==> config.mk <==
export PLATFORM = sky130hd
export DESIGN_NAME = poly_mult_arbiter
export DESIGN_NICKNAME = d
export VERILOG_FILES = /design/src/rtl/poly_mult_arbiter.sv
export SDC_FILE = /design/constraint.sdc
export NUM_CORES = 1
export LEC_CHECK = 0
export BUFFER_PORTS_ARGS = -buffer_cell sky130_fd_sc_hd__buf_4
export CAP_MARGIN = 25
export CORE_UTILIZATION = 35
export CTS_BUF_LIST = sky130_fd_sc_hd__clkbuf_8
export DETAILED_ROUTE_END_ITERATION = 8
export PLACE_DENSITY = 0.69
export SLEW_MARGIN = 20
export SYNTH_ARGS = -nofsm -noshare
export SYNTH_HDL_FRONTEND = slang
export SYNTH_SLANG_ARGS = --single-unit
==> constraint.sdc <==
create_clock -name clk -period 2.1 [get_ports clk]
set_input_delay 0.315 -clock clk [delete_from_list [all_inputs] [get_ports clk]]
set_output_delay 0.315 -clock clk [all_outputs]
set_load 0.02 [all_outputs]
==> src/rtl/poly_mult_arbiter.sv <==
// poly_mult_arbiter: round-robin sharing of one GF(2^4) multiplier core among NREQ requesters.
// Latency: req->gnt 1 cycle, gnt->mul_load 1 cycle, done rising edge->rsp_valid 2 cycles.
// Backpressure: requests sampled only in IDLE; POLY_ARB_ZERO_BYPASS_EN answers zero operands without the core.
module poly_mult_arbiter #(
    parameter int NREQ         = 4,
    parameter int TIMEOUT      = 64,
    parameter int ABORT_CYCLES = 2
) (
    input  logic                 clk,
    input  logic                 reset,
    input  logic [NREQ-1:0]      req,
    input  logic [4*NREQ-1:0]    req_mpr,
    input  logic [4*NREQ-1:0]    req_mcd,
    output logic [NREQ-1:0]      gnt,
    output logic [NREQ-1:0]      rsp_valid,
    output logic [3:0]           rsp_data,
    output logic                 rsp_err,
    output logic                 busy,
    output logic                 mul_load,
    output logic [3:0]           mul_multiplier,
    output logic [3:0]           mul_multiplicand,
    output logic                 mul_n_reset,
    input  logic                 mul_done,
    input  logic [3:0]           mul_result
);

    localparam int IW = (NREQ > 1) ? $clog2(NREQ) : 1;
    localparam int TW = $clog2(TIMEOUT);
    localparam int AW = $clog2(ABORT_CYCLES + 1);

    typedef enum logic [2:0] {
        S_IDLE,
        S_LOAD,
        S_WAIT,
        S_RESP,
        S_ABORT
    } state_t;

    state_t          state_q, state_d;
    logic [IW-1:0]   ptr_q, ptr_d;
    logic [IW-1:0]   owner_q, owner_d;
    logic [IW-1:0]   sel_idx;
    logic            sel_found;
    logic [TW-1:0]   timer_q, timer_d;
    logic [AW-1:0]   abort_cnt_q, abort_cnt_d;
    logic            done_q;
    logic            done_edge;
    logic [3:0]      result_q, result_d;
    logic [NREQ-1:0] gnt_d, rsp_valid_d;
    logic [3:0]      rsp_data_d, mpr_d, mcd_d;
    logic            rsp_err_d, busy_d, mul_load_d, mul_n_reset_d;
    logic [3:0]      mpr_arr [NREQ];
    logic [3:0]      mcd_arr [NREQ];

    for (genvar g = 0; g < NREQ; g++) begin : g_unpack
        assign mpr_arr[g] = req_mpr[4*g +: 4];
        assign mcd_arr[g] = req_mcd[4*g +: 4];
    end

    function automatic logic [NREQ-1:0] onehot(input logic [IW-1:0] i);
        logic [NREQ-1:0] v;
        v    = '0;
        v[i] = 1'b1;
        return v;
    endfunction

    // Search starts just after the last owner, so the last served requester ranks lowest.
    always_comb begin
        int cand;
        cand      = 0;
        sel_found = 1'b0;
        sel_idx   = '0;
        for (int k = 1; k <= NREQ; k++) begin
            cand = int'(ptr_q) + k;
            if (cand >= NREQ) begin
                cand = cand - NREQ;
            end
            if (!sel_found && req[IW'(cand)]) begin
                sel_found = 1'b1;
                sel_idx   = IW'(cand);
            end
        end
    end

    // A done level left over from the previous op must not complete this one.
    assign done_edge = mul_done && !done_q;

    always_comb begin
        state_d       = state_q;
        ptr_d         = ptr_q;
        owner_d       = owner_q;
        timer_d       = timer_q;
        abort_cnt_d   = abort_cnt_q;
        result_d      = result_q;
        gnt_d         = '0;
        rsp_valid_d   = '0;
        rsp_data_d    = '0;
        rsp_err_d     = 1'b0;
        mul_load_d    = 1'b0;
        mpr_d         = mul_multiplier;
        mcd_d         = mul_multiplicand;
        mul_n_reset_d = 1'b1;

        case (state_q)
            S_IDLE: begin
                if (sel_found) begin
                    gnt_d   = onehot(sel_idx);
                    owner_d = sel_idx;
                    mpr_d   = mpr_arr[sel_idx];
                    mcd_d   = mcd_arr[sel_idx];
`ifdef POLY_ARB_ZERO_BYPASS_EN
                    if ((mpr_arr[sel_idx] == 4'h0) || (mcd_arr[sel_idx] == 4'h0)) begin
                        result_d = 4'h0;
                        state_d  = S_RESP;
                    end else begin
                        state_d  = S_LOAD;
                    end
`else
                    state_d = S_LOAD;
`endif
                end
            end
            S_LOAD: begin
                mul_load_d = 1'b1;
                timer_d    = '0;
                state_d    = S_WAIT;
            end
            S_WAIT: begin
                if (done_edge) begin
                    result_d = mul_result;
                    state_d  = S_RESP;
                end else if (timer_q == TW'(TIMEOUT - 1)) begin
                    abort_cnt_d   = '0;
                    mul_n_reset_d = 1'b0;
                    state_d       = S_ABORT;
                end else begin
                    timer_d = timer_q + TW'(1);
                end
            end
            S_RESP: begin
                rsp_valid_d = onehot(owner_q);
                rsp_data_d  = result_q;
                ptr_d       = owner_q;
                state_d     = S_IDLE;
            end
            S_ABORT: begin
                if (abort_cnt_q == AW'(ABORT_CYCLES - 1)) begin
                    rsp_valid_d = onehot(owner_q);
                    rsp_err_d   = 1'b1;
                    ptr_d       = owner_q;
                    state_d     = S_IDLE;
                end else begin
                    mul_n_reset_d = 1'b0;
                    abort_cnt_d   = abort_cnt_q + AW'(1);
                end
            end
            default: begin
                state_d = S_IDLE;
            end
        endcase

        busy_d = (state_d != S_IDLE);
    end

    always_ff @(posedge clk or posedge reset) begin
        if (reset) begin
            state_q          <= S_IDLE;
            ptr_q            <= IW'(NREQ - 1);
            owner_q          <= '0;
            timer_q          <= '0;
            abort_cnt_q      <= '0;
            done_q           <= 1'b0;
            result_q         <= '0;
            gnt              <= '0;
            rsp_valid        <= '0;
            rsp_data         <= '0;
            rsp_err          <= 1'b0;
            busy             <= 1'b0;
            mul_load         <= 1'b0;
            mul_multiplier   <= '0;
            mul_multiplicand <= '0;
            mul_n_reset      <= 1'b1;
        end else begin
            state_q          <= state_d;
            ptr_q            <= ptr_d;
            owner_q          <= owner_d;
            timer_q          <= timer_d;
            abort_cnt_q      <= abort_cnt_d;
            done_q           <= mul_done;
            result_q         <= result_d;
            gnt              <= gnt_d;
            rsp_valid        <= rsp_valid_d;
            rsp_data         <= rsp_data_d;
            rsp_err          <= rsp_err_d;
            busy             <= busy_d;
            mul_load         <= mul_load_d;
            mul_multiplier   <= mpr_d;
            mul_multiplicand <= mcd_d;
            mul_n_reset      <= mul_n_reset_d;
        end
    end

endmodule

==> metrics, run 1 <==
outcome finished, final reports clean; vias in the first global route roughly 1,700; Final Power between 0.003 and 0.004 W; largest net degree at the start of global routing 45; diode count 0; capturing element type of the critical path flop; register area share after synthesis 0.503; CTS root buf clkbuf_8; Final Hold Fails 0; CTS resizes 0; share of layout cells above drive strength 1 0.345; Max-slew headroom 0.499; Mapped Area about 2200 µm²; Max clock buf depth 2; CP arrival between 2 and 2.5 ns; warnings from Yosys 0; DP Cell Count 360; initial antenna violation count 0; fillers about 530; CTS Buf Count 5; TritonCTS Sinks between 40 and 50; Netlist cell types 45; asr flop ratio synth 1.00; hpwl dp roughly 3600 µm; final slew viol count 0; Final Worst Setup Slack about 0.15 ns; GR Layer Usage met3 0.0360; final net count roughly 340; top_reg_cell synth dfrtp_1; CTS tree done; IO buf count 66; I/O Pins 67; max_cap viols 0; Clock Skew 0.00495 ns; GR Util met1 0.211; # H-tree levels 2; busiest grt layer met2; measured slew at the worst slew-check pin between 0.7 and 0.8 ns; Mapped Nets about 260; pre-CTS setup slack a little under 0.1 ns; fin crit share 0.928; Core Rows 28; Layout area overhead 32.9%; Reg clk slew, reported paths about 0.090 ns; Vias ~1,900; drt drc 0; cell count after synthesis between 200 and 250; DIE AREA between 6000 and 7000 µm²; Pre-antenna DRT Iters 4; fin cells 368; met2 Usage GRT 0.255; Post-synth EDFFs 0; Crit Path Class flop to flop; initial core utilization 0.367; VDD IR max 0.486 mV; GRT Resource Usage Total 0.162; first-pass GRT wire length about 8000 µm; LEAKAGE between 1 and 1.5 nW; Fmax achieved between 500 and 600 MHz; routed len/inst 13.5 µm; CP max FO 5; minimum clock period around 1.9 ns; #FFs+latches synth 44; vias per inst 5.03; CTS Hold Bufs 0; total setup buffers inserted after CTS 0; critical path required time roughly 2.3 ns; antenna-violating nets left 0; grt ovf 0; Critical Path Source Type flop; clk_lat worst skew approximately 0.31 ns; TNS Setup 0 ns; Die X approximately 80 µm; die height about 81 µm; Placer Congestion approximately 0.79; synthesized area per cell approximately 10 µm²; Final setup violation count 0; total wire length 4990 µm; hold crit path type input port to flop; core area roughly 6000 µm²; PD cells 1230 nW/µm²; Iter 0 DRT Violations 80; RSZ-0062 raised after global routing false
## metrics by stage
stage	util	area (µm²)	hold WS [ns]
floorplan	-	2200	0.346
global placement	0.466	2790	0.441
detailed placement	0.466	2790	0.442
CTS	0.485	2910	0.118
global route	0.487	2920	0.110
finish	0.487	2920	0.123
## synthesized netlist by cell type, types with 4 or more instances
cell type | instances | area (µm²)
mux2_4 | 4 | 60.1
a221oi_1 | 8 | 70.1
buf_2 | 7 | 35.0
nor2_1 | 32 | 120
nand2_1 | 36 | 135
dfrtp_1 | 41 | 1030
and2_1 | 5 | 31.3
inv_1 | 9 | 33.8
nand3_1 | 4 | 20.0
mux2i_1 | 9 | 90.1
a211oi_1 | 8 | 60.1
## routing by layer
metal | vias up | share of wire
li1 | 916 | -
met1 | 889 | 0.45
met2 | 38 | 0.48
met3 | 8 | 0.041
met4 | 0 | 0.022
met5 | - | 0
## layout by cell type (no fill, tap or decap), types with 3 or more instances in the layout
cell and instances:
a211oi_1 8, a21oi_1 3, a221oi_1 8, and2_1 5, and3_1 3, buf_4 76
clkbuf_8 5, dfrtp_1 41, dfstp_2 3, inv_1 8, mux2_4 4, mux2i_1 9
nand2_1 36, nand3_1 3, nor2_1 32, nor3b_1 3, o21ai_0 3, or3b_1 3
## cells by family after synthesis
group | after synthesis | share of synthesized area
buffers and inverters | 19 | 0.0467
AND/OR/NAND/NOR | 99 | 0.216
adder cells (fa/ha/maj) | 2 | 0.0114
multiplexers | 15 | 0.0786
AO/OA/AOI/OAI | 39 | 0.140
XOR/XNOR | 1 | 0.00399
flip-flops | 44 | 0.503
## power breakdown
| group | leakage (nW) | internal (W) | switching [W] |
|---|---|---|---|
| logic | 0.865 | 0.000713 | 0.000877 |
| registers | 0.557 | 0.00112 | 0.000190 |
| clock network | 0.0548 | 0.000359 | 0.000322 |
## state kept, by name, summed over array words and instances (netlist names), 2 cells and up
register / flops
mul_multiplicand: 4
abort_cnt_q: 2
rsp_valid: 4
result_q: 4
rsp_data: 4
owner_q: 2
gnt: 4
ptr_q: 2
state_q: 3
mul_multiplier: 4
timer_q: 6
## worst max-delay path: stages, from the launching register on
cell     delay [ns]
dfrtp_1        0.43
ha_1           0.27
nand3_1        0.12
nor4_1         0.22
a21oi_1        0.06
or3_1          0.42
mux2_4         0.32
## worst paths after layout
check	cells after the start	to	from	slack, ns
min	1	done_q$_DFF_PP0_	mul_done	0.12
max in group asynchronous	3	mul_n_reset$_DFF_PP1_	reset	1.59
min reg2reg	2	result_q[0]$_DFFE_PP0P_	result_q[0]$_DFFE_PP0P_	0.47
max	6	abort_cnt_q[0]$_DFFE_PP0P_	timer_q[0]$_DFFE_PP0P_	0.15
min in group asynchronous	3	rsp_data[1]$_DFF_PP0_	reset	0.13
max reg2reg	6	abort_cnt_q[0]$_DFFE_PP0P_	timer_q[0]$_DFFE_PP0P_	0.15
## area by class of cell
type	instances	area, µm²	area share
Sequential cell	44	1100	0.379
Multi-Input combinational cell	156	1000	0.343
Timing Repair Buffer	76	571	0.196
Tap cell	75	93.8	0.0322
Clock buffer	5	68.8	0.0236
Clock inverter	3	46.3	0.0159
Inverter	9	33.8	0.0116
Note: power is estimated with default switching activity, not from simulation.
==> run 2: changes to the inputs <==
--- a/config.mk
+++ b/config.mk
@@ -11,6 +11,7 @@
 export CTS_BUF_LIST = sky130_fd_sc_hd__clkbuf_8
 export DETAILED_ROUTE_END_ITERATION = 8
 export PLACE_DENSITY = 0.69
+export REMOVE_ABC_BUFFERS = 1
 export SLEW_MARGIN = 20
 export SYNTH_ARGS = -nofsm -noshare
 export SYNTH_HDL_FRONTEND = slang
==> run 2 against run 1 <==
  * Final cell count fell by 0.27%
  * Fmax shrank 2.3%
  * Count of clock-buffer cells in the layout unchanged
  * First-iteration DRC count is 26% higher
  * Worst hold slack got worse by 0.058 ns
  * Combinational power hardly changed
  * Sequential power about the same
  * Critical path depth did not move
  * Utilization fell by 0.10 points
  * Final area decreased by 0.21%
  * Sequential share of layout area grew 0.081 points
  * Via count rose by 1.4%
  * Critical endpoint is now timer_q[4]$_DFFE_PP0P_
  * Highest routed layer unchanged
==> metrics, run 2 (synthesis gave the netlist of run 1 again) <==
outcome finished, final reports clean; routed len/inst 13.5 µm (about the same); commonest non-fill, non-tap cell in the layout buf_4; die height 81.2 µm (unchanged); TritonCTS Sinks 44 (unchanged); drt drc 0 (unchanged); Crit-path slowest cell a211oi_2; RSZ-0062 raised after global routing false; vias per inst 5.11 (+1.7%); antenna-violating nets left 0 (unchanged); DIE AREA 6590 µm² (unchanged); minimum clock period 1.99 ns (+0.0457 ns); reg-to-reg slack, setup 0.11 ns (-0.05 ns); Max-slew headroom 0.471 (-0.0275); VDD IR max 0.468 mV (-3.6%); Crit Path Class flop to flop; Clock power frac 0.187 (-0.003); Placer Congestion 0.856 (+8.9%); Vias 1,877 (+1.4%); CTS Hold Bufs 0 (unchanged); Area after DPL 2800 µm² (+0.18%); measured slew at the worst slew-check pin 0.788 ns (+0.0363 ns); capturing element type of the critical path flop; grt ovf 0 (unchanged); diode count 0 (unchanged); Max clock buf depth 2 (unchanged); hold crit path type input port to asynchronous set/reset pin; Iter 0 DRT Violations 101 (+26%); vias in the first global route 1,712 (+1.4%); Crit. Startpoint timer_q[0]$_DFFE_PP0P_; critical path required time 2.29 ns (about the same); I/O Pins 67 (unchanged); CTS tree done; final slew viol count 0 (unchanged); initial antenna violation count 0 (unchanged); Final Hold Fails 0 (unchanged); CTS Buf Count 5 (unchanged); CTS root buf clkbuf_8; total wire length 4970 µm (-0.28%); Fmax achieved 501 MHz (-2.3%); Final setup violation count 0 (unchanged); Clock Skew 0.00241 ns (-0.00254 ns); Gate power share 0.446 (+0.002); max_cap viols 0 (unchanged); clk_lat worst skew 0.30 ns (about the same); flip-flop count of the largest register after layout 6 (unchanged); core area 5990 µm² (unchanged); LEAKAGE 1.47 nW (-0.14%); cell internal pwr 0.00218 W (-0.47%); fin util 0.486 (-0.00104); commonest cells after routing, fill and taps aside buf_4, dfrtp_1, nand2_1, nor2_1, mux2i_1; post-route cell area 2910 µm² (-0.21%); final net count 336 (-0.30%); cells along the critical path ha_1 > nand3_1 > o21ai_0 > a211oi_2 > a31oi_1 > a41o_1; CP max stage delay 0.52 ns (+0.09 ns); Die X 81.2 µm (unchanged); Reg with most FFs timer_q; Final Worst Setup Slack 0.105 ns (-0.0457 ns); Reg clk slew, reported paths 0.09 ns (about the same); crit path to timer_q[4]$_DFFE_PP0P_; worst r2r path cells 6 (unchanged); Layout area overhead 32.6%; TNS Setup 0 ns (unchanged); Pre-antenna DRT Iters 4 (unchanged); fillers 551 (+3.2%); register area 1100 µm² (unchanged); GRT Resource Usage Total 0.157 (-0.00458); total setup buffers inserted after CTS 0 (unchanged); first-pass GRT wire length 7910 µm (-1.1%); CP arrival 2.19 ns (+0.04 ns); RR Startpoint timer_q[0]$_DFFE_PP0P_; fin crit share 0.950 (+0.0218); net switching power 0.00138 W (-0.41%); worst r2r dst timer_q[4]$_DFFE_PP0P_; hpwl dp 3630 µm (+0.41%); Final Power 0.00357 W (-0.45%); Flop pwr share 0.367 (about the same); PD cells 1220 nW/µm² (-0.23%); pre-CTS setup slack 0.126 ns (+0.0279 ns); Core Rows 28 (unchanged); sw frac 0.388 (about the same); CP max FO 6 (+1); initial core utilization 0.367 (unchanged); IO buf count 66 (unchanged); largest net degree at the start of global routing 25 (-44%); Critical Path Source Type flop; CTS resizes 0 (unchanged); area of the multi-input gates 988 µm² (-1.1%); share of layout cells above drive strength 1 0.339 (-0.00567); # H-tree levels 2 (unchanged)
==> run 2: cell count changes in the layout (fill, tap and decap cells not counted), sizes merged <==
cell  change
buf       -1
==> run 2: layout make-up <==
| cell class | count | area share |
|---|---|---|
| inverters | 9 | 0.0116 |
| clock inverters | 3 | 0.0159 |
| flip-flops and latches | 44 | 0.379 |
| repair buffers | 75 | 0.198 |
| multi-input cells | 156 | 0.339 |
| well taps | 75 | 0.0322 |
| clock buffers | 5 | 0.0236 |
==> run 2: how the worst min path moves through the flow <==
| stage | from | end | slack (ns) | depth (start not counted) |
|---|---|---|---|---|
| 2_1_floorplan | mul_done | done_q$_DFF_PP0_ | 0.35 | 0 |
| 3_3_place_gp | reset | rsp_valid[2]$_DFF_PP0_ | 0.40 | 2 |
| 3_5_place_dp | reset | gnt[1]$_DFF_PP0_ | 0.42 | 2 |
| 4_1_cts | reset | gnt[1]$_DFF_PP0_ | 0.09 | 2 |
| 5_1_grt | reset | owner_q[0]$_DFFE_PP0P_ | 0.11 | 2 |
| 6_report | reset | rsp_valid[1]$_DFF_PP0_ | 0.06 | 2 |
==> run 2: worst max-delay path, delay by kind of cell (launching register included) <==
family	cells	cell delay, ns
flip-flops	1	0.43
AND/OR/NAND/NOR	1	0.11
AO/OA/AOI/OAI	4	1.09
adder cells (fa/ha/maj)	1	0.27
==> run 2: routing by layer <==
metal	up-vias	track usage	share of wire
met5	-	0	0
met4	0	0.0536	0.012
met3	6	0.0315	0.051
met2	69	0.261	0.48
met1	888	0.203	0.45
li1	914	-	-
==> run 2: power by group through the flow <==
stage / sequential [W] / combinational (W) / clock, W
2_1_floorplan: 0.00148 / 0.000812 / 0
3_3_place_gp: 0.00131 / 0.00157 / 0
3_5_place_dp: 0.00132 / 0.00159 / 0
4_1_cts: 0.00131 / 0.00160 / 0.000682
5_1_grt: 0.00135 / 0.00173 / 0.000711
6_report: 0.00131 / 0.00159 / 0.000669
==> run 2: metrics by stage <==
| step | instances | hold WS [ns] |
|---|---|---|
| 2_1_floorplan | 209 | 0.346 |
| 3_3_place_gp | 359 | 0.401 |
| 3_5_place_dp | 359 | 0.419 |
| 4_1_cts | 367 | 0.0876 |
| 5_1_grt | 367 | 0.110 |
| 6_report | 367 | 0.0650 |
